$ cat src/rtl/vga_timing.sv
// rtl/vga_timing.sv - 640x480@60 VGA raster timing with pixel clock, DAC strobes and line/frame pulses
module vga_timing #(
    parameter int CLK_DIV   = 2,
    parameter int H_VISIBLE = 640,
    parameter int H_FRONT   = 16,
    parameter int H_SYNC    = 96,
    parameter int H_BACK    = 48,
    parameter int V_VISIBLE = 480,
    parameter int V_FRONT   = 10,
    parameter int V_SYNC    = 2,
    parameter int V_BACK    = 33,
    parameter int HSYNC_POL = 0,
    parameter int VSYNC_POL = 0
) (
    input  logic       clk,
    input  logic       reset,
    output logic [9:0] pixel_x,
    output logic [9:0] pixel_y,
    output logic       video_on,
    output logic       hsync,
    output logic       vsync,
    output logic       pixel_tick,
    output logic       line_start,
    output logic       frame_start,
    output logic       vga_clk,
    output logic       vga_blank_n,
    output logic       vga_sync_n
);

    localparam int H_TOTAL = H_VISIBLE + H_FRONT + H_SYNC + H_BACK;
    localparam int V_TOTAL = V_VISIBLE + V_FRONT + V_SYNC + V_BACK;
    localparam int DIV_W   = (CLK_DIV > 1) ? $clog2(CLK_DIV) : 1;

    localparam logic [DIV_W-1:0] DIV_LAST = DIV_W'(CLK_DIV - 1);
    localparam logic [DIV_W-1:0] DIV_HALF = DIV_W'(CLK_DIV / 2);
    localparam logic [DIV_W-1:0] DIV_ONE  = DIV_W'(1);

    localparam logic [9:0]  H_LAST   = 10'(H_TOTAL - 1);
    localparam logic [9:0]  V_LAST   = 10'(V_TOTAL - 1);
    localparam logic [10:0] H_VIS    = 11'(H_VISIBLE);
    localparam logic [10:0] V_VIS    = 11'(V_VISIBLE);
    localparam logic [10:0] HS_START = 11'(H_VISIBLE + H_FRONT);
    localparam logic [10:0] HS_END   = 11'(H_VISIBLE + H_FRONT + H_SYNC);
    localparam logic [10:0] VS_START = 11'(V_VISIBLE + V_FRONT);
    localparam logic [10:0] VS_END   = 11'(V_VISIBLE + V_FRONT + V_SYNC);

    localparam logic HS_ON = (HSYNC_POL != 0);
    localparam logic VS_ON = (VSYNC_POL != 0);

    logic [DIV_W-1:0] div_cnt;
    logic [DIV_W-1:0] div_nxt;
    logic [9:0]       h_nxt;
    logic [9:0]       v_nxt;
    logic             line_wrap;
    logic             h_in_sync;
    logic             v_in_sync;
    logic             in_visible;

    assign pixel_tick  = (div_cnt == DIV_LAST);
    assign vga_blank_n = video_on;
    assign vga_sync_n  = 1'b0;

    always_comb begin
        div_nxt = (div_cnt == DIV_LAST) ? '0 : div_cnt + DIV_ONE;
    end

    // Next-state counters: every registered decode below looks at these so it
    // lands on the same edge as the pixel_x/pixel_y it describes.
    always_comb begin
        h_nxt     = pixel_x;
        v_nxt     = pixel_y;
        line_wrap = 1'b0;
        if (pixel_tick) begin
            if (pixel_x == H_LAST) begin
                h_nxt     = '0;
                line_wrap = 1'b1;
                v_nxt     = (pixel_y == V_LAST) ? 10'd0 : pixel_y + 10'd1;
            end else begin
                h_nxt = pixel_x + 10'd1;
            end
        end
    end

    always_comb begin
        h_in_sync  = ({1'b0, h_nxt} >= HS_START) && ({1'b0, h_nxt} < HS_END);
        v_in_sync  = ({1'b0, v_nxt} >= VS_START) && ({1'b0, v_nxt} < VS_END);
        in_visible = ({1'b0, h_nxt} < H_VIS) && ({1'b0, v_nxt} < V_VIS);
    end

    always_ff @(posedge clk or negedge reset) begin
        if (!reset) begin
            div_cnt     <= '0;
            vga_clk     <= 1'b0;
            pixel_x     <= H_LAST;
            pixel_y     <= V_LAST;
            video_on    <= 1'b0;
            hsync       <= ~HS_ON;
            vsync       <= ~VS_ON;
            line_start  <= 1'b0;
            frame_start <= 1'b0;
        end else begin
            div_cnt     <= div_nxt;
            vga_clk     <= (div_nxt >= DIV_HALF);
            pixel_x     <= h_nxt;
            pixel_y     <= v_nxt;
            video_on    <= in_visible;
            hsync       <= h_in_sync ? HS_ON : ~HS_ON;
            vsync       <= v_in_sync ? VS_ON : ~VS_ON;
            line_start  <= line_wrap;
            frame_start <= line_wrap && (v_nxt == 10'd0);
        end
    end

endmodule
$ cat config.mk
export PLATFORM = sky130hd
export DESIGN_NAME = vga_timing
export DESIGN_NICKNAME = d
export VERILOG_FILES = /design/src/rtl/vga_timing.sv
export SDC_FILE = /design/constraint.sdc
export NUM_CORES = 1
export LEC_CHECK = 0
export CAP_MARGIN = 10
export CELL_PAD_IN_SITES_DETAIL_PLACEMENT = 1
export CELL_PAD_IN_SITES_GLOBAL_PLACEMENT = 2
export CORE_UTILIZATION = 32
export CTS_CLUSTER_DIAMETER = 150
export DETAILED_ROUTE_END_ITERATION = 16
export HOLD_SLACK_MARGIN = 0.1
export PLACE_DENSITY = 0.83
export SYNTH_ARGS = -nofsm -noshare
export SYNTH_HDL_FRONTEND = slang
export SYNTH_SLANG_ARGS = --single-unit
export TNS_END_PERCENT = 10
$ cat constraint.sdc
create_clock -name clk -period 2.5 [get_ports clk]
set_clock_uncertainty 0.15 [all_clocks]
set_input_delay 0.5 -clock clk [delete_from_list [all_inputs] [get_ports clk]]
set_output_delay 0.5 -clock clk [all_outputs]
set_load 0.005 [all_outputs]
==> impl_metrics.py <==
metrics = {
    "routing": {
        "drt-total-wl_um": 4352,
        "drt_iter0_markers": 60,
        "wl_per_cell_um": 16.74,
        "vias": 1368,
        "ant_nets": 0,
        "drc": 0,
        "post_drt_via_cell_ratio": 5.262,
        "first_pass_iters": 4,
    },
    "finish": {
        "layout_common_cells": "clkdlybuf4s50_1, dfrtp_1, nand2_1, dfstp_2, buf_4",
        "antennaDiodeCount": 0,
        "regArea_um2": 665.6,
        "drive_gt1_share_pct": 22.80,
        "syn_to_final_growth_pct": 29.91,
        "nNetsFinal": 199,
        "fillers": 552,
        "multi_input_area_um2": 830.8,
        "layout_commonest_cell": "clkdlybuf4s50_1",
    },
    "timing": {
        "finalCriticalPeriod_ns": 2.437,
        "timing.setup.tns_ns": 0,
        "fin_crit_sh_pct": 97.50,
        "hold_viol_final": 0,
        "final_max_slew_viol_count": 0,
        "timing.fmax_mhz": 410.3,
        "rsz0062_at_grt": "no",
        "setup_violations": 0,
        "whs_ns": 0.3795,
    },
    "floorplan": {
        "die_h_um": 72.30,
        "rows": 25,
        "coreArea_mm2": 0.004755,
        "die-width_um": 72.30,
        "ios": 31,
        "start_util_pct": 33.26,
        "dieArea_mm2": 0.005227,
    },
    "worst_setup_path": {
        "path_class": "reg2reg",
        "slowest_stage": "dfstp_2",
        "worstSetupEndpointType": "flip-flop",
        "path_cells": "ha_1, nand4b_1, or3_4, or4_1, a22oi_2, a211oi_1",
        "slowest_delay_ns": 0.57,
        "r2r-end": "vga_blank_n$_DFF_PN0_",
        "cp-start-kind": "flip-flop",
        "worstPathArrival_ns": 2.44,
        "reg2reg_from": "pixel_x[1]$_DFF_PN1_",
        "cp_data_required_time_ns": 2.51,
        "path_max_fanout": 5,
        "r2r_slack_ns": 0.06,
        "reg2regPathDepth": 6,
    },
    "clocking": {
        "clock_latency_ns": 0.28,
        "holdBufCountCts": 0,
        "numCtsBuffers": 3,
        "h-tree-depth": 1,
        "clock-sinks": 26,
        "cts_max_path_buffers": 2,
        "cts_tree": "done",
        "root_buffer": "clkbuf_8",
        "path_clk_slew_ns": 0.10,
    },
    "run": {
        "drv_cap": 0,
    },
    "pwr": {
        "switchingPower_uw": 156.3,
        "pwr-share-comb_pct": 1.4,
        "intPower_uw": 638.4,
        "seq_power_share_pct": 53.0,
        "p_clk_share_pct": 45.6,
        "swShare_pct": 19.67,
        "power_density_mw_per_mm2": 386.9,
        "ir_drop_mv": 0.1955,
        "leakage_nw": 0.8513,
    },
    "synthesis": {
        "ys_ff_latch": 26,
        "seq_area_frac_synth_pct": 42.09,
        "synth_flop_cell": "dfrtp_1",
        "synth-edff-count": 0,
        "avgSynthCellArea_um2": 10.14,
        "synthCells": 156,
        "syn-cell-area_mm2": 0.001582,
        "asyncSetResetFlopFracSynth_pct": 100.0,
        "syn-num-nets": 161,
        "ys_types": 52,
        "yosysWarnings": 0,
    },
    "hold_path": {
        "hold_start": "pixel_x[2]$_DFF_PN1_",
        "hold_depth": 1,
        "hp-class": "reg2reg",
        "holdPathEnd": "pixel_x[2]$_DFF_PN1_",
    },
    "placement": {
        "hpwlAfterDp_um": 3269,
        "finalWeightedCongestion": 0.7543,
        "portBuffers": 29,
    },
    "grt": {
        "overflow": 0,
        "grt_pass1_wl_um": 7203,
        "antenna_found_initial": 0,
        "grt_pass1_vias": 1500,
        "grt_max_degree": 27,
        "track_usage_pct": 17.98,
    },
    "outcome": {
        "run_status": "finished, final reports clean",
    },
}
==> per-layer routing <==
metal  track usage [%]  wire (µm)
met1             21.47       1923
met2             32.40       2260
met3             3.056        120
met4             6.318         48
met5                 0          0
==> how the worst max path moves through the flow <==
stage                               from                     to  slack (ns)  cells past startpoint
finish              pixel_x[1]$_DFF_PN1_  vga_blank_n$_DFF_PN0_        0.06                      6
CTS                 pixel_x[1]$_DFF_PN1_  vga_blank_n$_DFF_PN0_        0.02                      6
detailed placement  pixel_x[1]$_DFF_PN1_  vga_blank_n$_DFF_PN0_       0.007                      6
floorplan           pixel_x[0]$_DFF_PN1_  vga_blank_n$_DFF_PN0_        0.19                      6
global route        pixel_x[1]$_DFF_PN1_  vga_blank_n$_DFF_PN0_       0.008                      6
global placement    pixel_x[1]$_DFF_PN1_  vga_blank_n$_DFF_PN0_        0.14                      6
==> cell families (layout without fill, tap and decap cells) <==
family,Yosys count,count (layout),synth area share (%)
compound gates,31,31,15.43
xor+xnor,9,9,4.984
fa+ha+maj,3,3,2.374
buf+inv,14,51,6.012
flops,26,26,42.09
mux,3,3,1.978
other cells,1,1,0.2371
simple gates,69,69,26.90
==> worst max-delay path: cells and delay by family, from the launching register on <==
| kind | cells | cell delay (ns) |
|---|---|---|
| adder cells (fa/ha/maj) | 1 | 0.18 |
| flip-flops | 1 | 0.57 |
| AND/OR/NAND/NOR | 3 | 1.05 |
| AO/OA/AOI/OAI | 2 | 0.35 |
==> flip-flops by register name (all words and copies together), names as in the netlist <==
signal and cells:
frame_start 1, hsync 1, line_start 1, pixel_tick 1, pixel_x 10, pixel_y 10
vga_blank_n 1, vsync 1
==> timing repair <==
| action | CTS | global route |
|---|---|---|
| setup buffers | 0 | 2 |
| gates resized for setup | 1 | 1 |
| endpoints found under the setup margin | 1 | 3 |
==> synthesized netlist by cell type (3+ instances only) <==
master | instances | area [µm²]
o21ai_0 | 6 | 30.03
inv_1 | 6 | 22.52
xnor2_1 | 6 | 52.55
nor2_1 | 11 | 41.29
nand4_1 | 5 | 31.28
nor3_1 | 5 | 25.02
a21oi_1 | 6 | 30.03
nand2_1 | 13 | 48.80
ha_1 | 3 | 37.54
buf_4 | 3 | 22.52
or2_2 | 3 | 18.77
nand3_1 | 7 | 35.03
nand4b_1 | 4 | 35.03
dfstp_2 | 12 | 315.3
xor2_1 | 3 | 26.28
buf_6 | 4 | 45.04
dfrtp_1 | 14 | 350.3
==> power by group through the flow <==
stage          clock network, mW  registers, mW  logic (mW)
5_1_grt                    0.386          0.421      0.0132
2_1_floorplan                  0          0.429     0.00146
6_report                   0.362          0.421      0.0112
3_5_place_dp                   0          0.429      0.0121
3_3_place_gp                   0          0.429      0.0119
4_1_cts                    0.376          0.421      0.0123
==> cell type report <==
type                    count  area share [%]
clock buffers               3           2.010
well taps                  67           4.080
inverters                   6           1.096
flip-flops and latches     26           32.40
clock inverters             1           1.462
multi-input cells         116           40.44
repair buffers             41           18.51
==> through the flow <==
| stage | instance area (µm²) | instances | util, % | power, mW | worst slack (ns) |
|---|---|---|---|---|---|
| floorplan | 1582 | 156 | - | 0.4303 | 0.1919 |
| global placement | 1958 | 254 | 41.18 | 0.4406 | 0.1438 |
| detailed placement | 1958 | 254 | 41.18 | 0.4409 | 0.007078 |
| CTS | 2034 | 258 | 42.79 | 0.8095 | 0.02367 |
| global route | 2054 | 260 | 43.21 | 0.8209 | 0.008278 |
| finish | 2054 | 260 | 43.21 | 0.7948 | 0.06259 |
(Power assumes the default switching activity.)
